**src/rtl/symbol_aligner_rx_pkg.sv**
```systemverilog
// ---------------------------------------------------------------------------
// symbol_aligner_rx_pkg
// Shared definitions for the receive-side comma aligner:
//   - K28.5 comma codes for both running disparities (the transmitter's
//     encoder uses the same values)
//   - aligner FSM state encoding
//   - the comma comparator used by the detector
// No ports (package).
// ---------------------------------------------------------------------------
package symbol_aligner_rx_pkg;

  // K28.5 as it appears in the shift register, bit 0 = first bit received.
  localparam logic [9:0] K28_5_RDN = 10'h17C;
  localparam logic [9:0] K28_5_RDP = 10'h283;

  // Highest bit position inside a 10-bit symbol.
  localparam logic [3:0] LAST_BIT = 4'd9;

  // HUNT:   searching for a comma at any bit position
  // VERIFY: a candidate phase is being confirmed by further aligned commas
  // LOCKED: symbol boundaries are trusted and symbols are emitted
  typedef enum logic [1:0] {
    ST_HUNT   = 2'd0,
    ST_VERIFY = 2'd1,
    ST_LOCKED = 2'd2
  } alignState_t;

  // True when a 10-bit window holds K28.5 in either running disparity.
  function automatic logic isK28p5(input logic [9:0] sym);
    return (sym == K28_5_RDN) || (sym == K28_5_RDP);
  endfunction

endpackage

```
**src/rtl/symbol_aligner_rx_comma_detector.sv**
```systemverilog
// ---------------------------------------------------------------------------
// symbol_aligner_rx_comma_detector
// 10-bit receive shift register plus the K28.5 comparators. Bits arrive
// LSB first, so the newest bit enters at the top and the oldest bit of the
// current window sits in bit 0.
// Ports:
//   i_clk        receive bit clock
//   i_rst_n      asynchronous active-low reset
//   i_enb        bit enable; the register holds while low
//   i_serialIn   serial data bit
//   o_sh         current 10-bit window (registered)
//   o_commaHit   window equals K28.5 (RD- or RD+), decoded from o_sh
// ---------------------------------------------------------------------------
module symbol_aligner_rx_comma_detector
  import symbol_aligner_rx_pkg::*;
(
  input  logic       i_clk,
  input  logic       i_rst_n,
  input  logic       i_enb,
  input  logic       i_serialIn,
  output logic [9:0] o_sh,
  output logic       o_commaHit
);

  logic [9:0] r_sh;

  // Shift the new bit in from the top so that after ten bits the first
  // received bit ('a') lands in bit 0, matching the decoder's {j..a} order.
  always_ff @(posedge i_clk or negedge i_rst_n) begin
    if (!i_rst_n) begin
      r_sh <= '0;
    end else if (i_enb) begin
      r_sh <= {i_serialIn, r_sh[9:1]};
    end
  end

  // The comparison is taken on the registered window, so a comma becomes
  // visible the cycle after its last bit was sampled.
  assign o_sh       = r_sh;
  assign o_commaHit = isK28p5(r_sh);

endmodule

```
**src/rtl/symbol_aligner_rx.sv**
```systemverilog
// ---------------------------------------------------------------------------
// symbol_aligner_rx
// Receive-side comma aligner and deserializer for the 8b/10b serial link.
// Hunts for K28.5, locks the symbol phase after LOCK_CNT aligned commas and
// then emits one aligned 10-bit symbol every ten enabled bit times. Lock is
// dropped after UNLOCK_CNT consecutive misaligned commas.
// Parameters:
//   LOCK_CNT     aligned commas (including the first) needed to lock, >= 1
//   UNLOCK_CNT   consecutive misaligned commas that force a re-hunt, >= 1
// Ports:
//   i_clk        receive bit clock, all state changes on the rising edge
//   i_rst_n      asynchronous active-low reset
//   i_enb        bit enable; low freezes everything and suppresses strobes
//   i_serialIn   serial bit stream, LSB ('a') first
//   o_symOut     last aligned symbol {j..a}, held between strobes
//   o_symValid   one-cycle strobe: o_symOut holds a new symbol
//   o_commaOut   qualifies o_symValid: the symbol is K28.5
//   o_locked     high while the aligner is LOCKED
//   o_alignErr   one-cycle pulse: misaligned comma seen while LOCKED
// ---------------------------------------------------------------------------
module symbol_aligner_rx
  import symbol_aligner_rx_pkg::*;
#(
  parameter int LOCK_CNT   = 3,
  parameter int UNLOCK_CNT = 4
) (
  input  logic       i_clk,
  input  logic       i_rst_n,
  input  logic       i_enb,
  input  logic       i_serialIn,
  output logic [9:0] o_symOut,
  output logic       o_symValid,
  output logic       o_commaOut,
  output logic       o_locked,
  output logic       o_alignErr
);

  // Counters are just wide enough to reach their target value.
  localparam int MATCH_W = $clog2(LOCK_CNT) + 1;
  localparam int MISS_W  = $clog2(UNLOCK_CNT) + 1;

  localparam logic [MATCH_W-1:0] MATCH_TGT = MATCH_W'(LOCK_CNT);
  localparam logic [MATCH_W-1:0] MATCH_ONE = MATCH_W'(1);
  localparam logic [MISS_W-1:0]  MISS_TGT  = MISS_W'(UNLOCK_CNT);
  localparam logic [MISS_W-1:0]  MISS_ONE  = MISS_W'(1);

  alignState_t        r_state;
  alignState_t        w_stateNext;
  logic [3:0]         r_bitCnt;
  logic [3:0]         w_bitCntNext;
  logic [MATCH_W-1:0] r_matchCnt;
  logic [MATCH_W-1:0] w_matchCntNext;
  logic [MISS_W-1:0]  r_missCnt;
  logic [MISS_W-1:0]  w_missCntNext;
  logic [9:0]         r_symOut;
  logic [9:0]         w_symOutNext;
  logic               r_symValid;
  logic               w_symValidNext;
  logic               r_commaOut;
  logic               w_commaOutNext;
  logic               r_alignErr;
  logic               w_alignErrNext;

  logic [9:0]         w_sh;
  logic               w_commaHit;
  logic               w_boundary;
  logic               w_misaligned;
  logic [3:0]         w_bitCntStep;
  logic [MATCH_W-1:0] w_matchInc;
  logic [MISS_W-1:0]  w_missInc;

  symbol_aligner_rx_comma_detector u_commaDetector (
    .i_clk      (i_clk),
    .i_rst_n    (i_rst_n),
    .i_enb      (i_enb),
    .i_serialIn (i_serialIn),
    .o_sh       (w_sh),
    .o_commaHit (w_commaHit)
  );

  // Bit position 0 marks the cycle where the window holds one whole symbol
  // at the current phase; a comma anywhere else is misaligned.
  assign w_boundary   = i_enb & (r_bitCnt == 4'd0);
  assign w_misaligned = i_enb & w_commaHit & (r_bitCnt != 4'd0);
  assign w_bitCntStep = (r_bitCnt == LAST_BIT) ? 4'd0 : r_bitCnt + 4'd1;

  // Saturating increments so the counters can never wrap back to a low
  // value and fake a fresh start.
  assign w_matchInc = (r_matchCnt >= MATCH_TGT) ? MATCH_TGT : r_matchCnt + MATCH_ONE;
  assign w_missInc  = (r_missCnt >= MISS_TGT) ? MISS_TGT : r_missCnt + MISS_ONE;

  // State, counters and output registers. Pulses are rebuilt every cycle
  // by the next-state logic, so they fall back to 0 on their own.
  always_ff @(posedge i_clk or negedge i_rst_n) begin
    if (!i_rst_n) begin
      r_state    <= ST_HUNT;
      r_bitCnt   <= 4'd0;
      r_matchCnt <= '0;
      r_missCnt  <= '0;
      r_symOut   <= '0;
      r_symValid <= 1'b0;
      r_commaOut <= 1'b0;
      r_alignErr <= 1'b0;
    end else begin
      r_state    <= w_stateNext;
      r_bitCnt   <= w_bitCntNext;
      r_matchCnt <= w_matchCntNext;
      r_missCnt  <= w_missCntNext;
      r_symOut   <= w_symOutNext;
      r_symValid <= w_symValidNext;
      r_commaOut <= w_commaOutNext;
      r_alignErr <= w_alignErrNext;
    end
  end

  // Next-state logic. With the enable low everything holds and no pulse
  // is produced. A comma that realigns the phase turns the current cycle
  // into a boundary, hence the bit counter restarts at 1 rather than 0.
  always_comb begin
    w_stateNext    = r_state;
    w_bitCntNext   = r_bitCnt;
    w_matchCntNext = r_matchCnt;
    w_missCntNext  = r_missCnt;
    w_symOutNext   = r_symOut;
    w_symValidNext = 1'b0;
    w_commaOutNext = 1'b0;
    w_alignErrNext = 1'b0;

    if (i_enb) begin
      w_bitCntNext = w_bitCntStep;

      unique case (r_state)
        ST_HUNT: begin
          if (w_commaHit) begin
            w_bitCntNext   = 4'd1;
            w_matchCntNext = MATCH_ONE;
            if (LOCK_CNT == 1) begin
              w_stateNext   = ST_LOCKED;
              w_missCntNext = '0;
            end else begin
              w_stateNext = ST_VERIFY;
            end
          end
        end

        ST_VERIFY: begin
          if (w_boundary && w_commaHit) begin
            w_matchCntNext = w_matchInc;
            if (w_matchInc == MATCH_TGT) begin
              w_stateNext   = ST_LOCKED;
              w_missCntNext = '0;
            end
          end else if (w_misaligned) begin
            // The candidate phase was wrong; start confirming the new one.
            w_bitCntNext   = 4'd1;
            w_matchCntNext = MATCH_ONE;
          end
        end

        ST_LOCKED: begin
          if (w_boundary) begin
            w_symOutNext   = w_sh;
            w_symValidNext = 1'b1;
            w_commaOutNext = w_commaHit;
            if (w_commaHit) begin
              w_missCntNext = '0;
            end
          end else if (w_misaligned) begin
            // Keep the old phase until enough consecutive misses pile up.
            w_alignErrNext = 1'b1;
            if (w_missInc == MISS_TGT) begin
              w_stateNext    = ST_HUNT;
              w_matchCntNext = '0;
              w_missCntNext  = '0;
            end else begin
              w_missCntNext = w_missInc;
            end
          end
        end

        default: begin
          w_stateNext = ST_HUNT;
        end
      endcase
    end
  end

  assign o_symOut   = r_symOut;
  assign o_symValid = r_symValid;
  assign o_commaOut = r_commaOut;
  assign o_alignErr = r_alignErr;
  assign o_locked   = (r_state == ST_LOCKED);

endmodule

```
**config.mk**
```make
export PLATFORM = sky130hd
export DESIGN_NAME = symbol_aligner_rx
export DESIGN_NICKNAME = d
export VERILOG_FILES = /design/src/rtl/symbol_aligner_rx_pkg.sv /design/src/rtl/symbol_aligner_rx_comma_detector.sv /design/src/rtl/symbol_aligner_rx.sv
export SDC_FILE = /design/constraint.sdc
export NUM_CORES = 1
export LEC_CHECK = 0
export BUFFER_PORTS_ARGS = -buffer_cell sky130_fd_sc_hd__buf_4
export CAP_MARGIN = 5
export CORE_MARGIN = 2
export CORE_UTILIZATION = 60
export CTS_BUF_LIST = sky130_fd_sc_hd__clkbuf_8
export CTS_CLUSTER_DIAMETER = 200
export DETAILED_ROUTE_END_ITERATION = 7
export GPL_TIMING_DRIVEN = 0
export PLACE_DENSITY = 0.81
export SLEW_MARGIN = 20
export SYNTH_ARGS = -nofsm -noshare
export SYNTH_HDL_FRONTEND = slang
export SYNTH_SLANG_ARGS = --single-unit
```
**constraint.sdc**
```tcl
create_clock -name i_clk -period 4.4 [get_ports i_clk]
set_input_delay 0.44 -clock i_clk [delete_from_list [all_inputs] [get_ports i_clk]]
set_output_delay 0.44 -clock i_clk [all_outputs]
set_load 0.005 [all_outputs]
```
==> results.json <==
{
  "outcome": "completed",
  "track_usage": 0.220,
  "fin_skew_ns": 0.00392,
  "clock_latency_ns": 0.28,
  "clock.fmax_mhz": 469,
  "slew_viol_final": 0,
  "synth.distinct_cells": 41,
  "worst_slack_ns": 2.27,
  "routed_wl_mm": 3.28,
  "cp_max_fo": 5,
  "synth_nets": 160,
  "final-setup-viol-count": 0,
  "rsz0062_at_grt": "no",
  "layout-drive-gt1-share": 0.347,
  "nFillCells": 218,
  "nets": 184,
  "cts_buffers": 5,
  "crit_required_ns": 4.56,
  "start_util": 0.613,
  "synthArstFlopShare": 1.00,
  "cts_setup_buffers": 0,
  "synth_top_cell_by_area": "dfrtp_1",
  "grt_overflow": 0,
  "ys_warn_count": 0,
  "drt_iter0_drc": 39,
  "crit_chain": "ha_1, ha_1, a211o_1, o211ai_1, a21oi_1, o221ai_1, mux2_2",
  "cp_data_arrival_time_ns": 2.30,
  "synth_area_um2": 1820,
  "die-width_um": 59.1,
  "final.period_utilization": 0.485,
  "vias": 1253,
  "numPortBuffers": 17,
  "syn_inst": 148,
  "gp_congestion": 0.810,
  "path_clk_slew_ns": 0.07,
  "diodes": 0,
  "die_y_um": 59.1,
  "whs_ns": 0.0997,
  "grt_pass1_vias": 1263,
  "area_growth_pct": 13.9,
  "finalHoldViolations": 0,
  "grt_max_degree": 36,
  "cpPeakStageDelay_ns": 0.44,
  "ys_seq_elements": 35,
  "ir_worst_vdd_v": 0.000268,
  "post-dp-hpwl_mm": 2.41,
  "end_kind": "flop",
  "min_period_ns": 2.13,
  "critPathTopFamily": "compound AO/OA/AOI/OAI gates",
  "cts_resized": 0,
  "total_leakage_power_nw": 1.00,
  "slowest_stage": "dfrtp_1",
  "reg2reg_slack_ns": 2.27,
  "tns_ns": 0,
  "cts_tree": "built",
  "grt_pass1_wl_mm": 5.71,
  "yosysTopAreaCellShare": 0.480,
  "yosys.cell_count.top_type": "dfrtp_1",
  "synthTopCellsByCount": "dfrtp_1, mux2_2, inv_1",
  "synth_area_per_cell_um2": 12.3,
  "core-area_um2": 2980,
  "cts-root-buf": "clkbuf_8",
  "row_count": 20,
  "synth_area_leaders": "dfrtp_1, mux2_2, ha_1",
  "antenna_found_initial": 0,
  "seqCellArea_um2": 876,
  "cts_sinks": 35,
  "p_per_area_nw_per_um2": 439,
  "worstMarginPinSlew_ns": 0.555,
  "ctsHoldBuffers": 0,
  "firstDrtPassIters": 4,
  "path_buf_inv": 0,
  "ios": 18,
  "crit_top_cell": "ha_1",
  "routedWlPerCell_um": 15.9,
  "postRouteAntennaNets": 0,
  "preCtsSetupSlack_ns": 2.28,
  "synthFlopType": "dfrtp_1",
  "multiInputGateArea_um2": 880,
  "clock_path_buffers": 2,
  "hp-class": "input port to asynchronous set/reset pin",
  "seq_area_frac_synth": 0.480,
  "synth_edf_count": 0,
  "relSlewSlack": 0.628,
  "via_per_inst": 6.08,
  "cp-start-kind": "flop",
  "drc": 0,
  "die-area_um2": 3500,
  "path_class": "flop to flop",
  "htree_levels": 2,
  "cap_violations": 0
}
## area by class of cell
class	instances	area share
plain buffers	3	0.00602
clock buffers	5	0.0331
clock inverters	3	0.00783
inverters	15	0.0271
multi-input cells	95	0.423
flip-flops and latches	35	0.421
well taps	33	0.0199
repair buffers	17	0.0614
## state kept, by name, indices dropped and copies added, names as in the netlist
register,flops
o_alignErr,1
o_commaOut,1
o_symOut,10
o_symValid,1
r_bitCnt,4
r_matchCnt,3
r_missCnt,3
r_state,2
u_commaDetector.o_sh,10
## worst reg2reg max path, stage by stage (launching register included)
cell and delay (ns):
dfrtp_1 0.44, ha_1 0.24, ha_1 0.18, a211o_1 0.33
o211ai_1 0.19, a21oi_1 0.08, o221ai_1 0.20, mux2_2 0.36
## layer usage
layer  global-route usage  routed length [um]  vias to the layer above  part of all wire
met5                    0                   0                        -                 0
met3               0.0502                  86                        7             0.026
met2                0.359                1700                       22              0.52
li1                     -                   -                      593                 -
met4                0.117                  49                        0             0.015
met1                0.273                1440                      631              0.44
## path summary, 6_finish.rpt
path | startpoint | end | cells past startpoint
setup / recovery | r_matchCnt[0] | r_state[0] | 7
hold / removal | i_rst_n | r_matchCnt[2] | 1
setup reg to reg | r_matchCnt[0] | r_state[0] | 7
hold reg to reg | o_symOut[2] | o_symOut[2] | 1
max in group asynchronous | i_rst_n | o_symOut[0] | 1
min in group i_clk | i_serialIn | u_commaDetector.o_sh[9] | 2
## per-stage QoR
stage	instances	util	power (mW)	cell area, um2
detailed placement	198	0.669	0.698	1990
floorplan	148	-	0.629	1820
CTS	206	0.698	0.920	2080
global placement	198	0.669	0.674	1990
finish	206	0.698	0.913	2080
global route	206	0.698	0.973	2080
## where the power goes
part,internal (mW),switching (mW)
logic,0.114,0.125
clock network,0.108,0.111
registers,0.379,0.0750
total,0.601,0.312
## layout by cell type (no fill, tap or decap), types with 2 or more instances in the layout
| cell type | count |
|---|---|
| dfrtp_1 | 35 |
| mux2_2 | 22 |
| buf_4 | 17 |
| inv_1 | 16 |
| ha_1 | 8 |
| nor2_1 | 7 |
| a21oi_1 | 6 |
| o21ai_0 | 5 |
| clkbuf_8 | 5 |
| and4bb_2 | 3 |
| a31oi_1 | 3 |
| mux2i_1 | 3 |
| or3_1 | 3 |
| nand2_1 | 3 |
| nand2b_1 | 2 |
| and2_1 | 2 |
| o211ai_1 | 2 |
| a211oi_1 | 2 |
| o22ai_1 | 2 |
| o221ai_1 | 2 |
## cell families after synthesis
family	share of synthesized area
multiplexers	0.160
buffers and inverters	0.0377
adder cells (fa/ha/maj)	0.0549
flip-flops	0.480
AO/OA/AOI/OAI	0.137
AND/OR/NAND/NOR	0.130
Power figures use the tool's default switching activity.
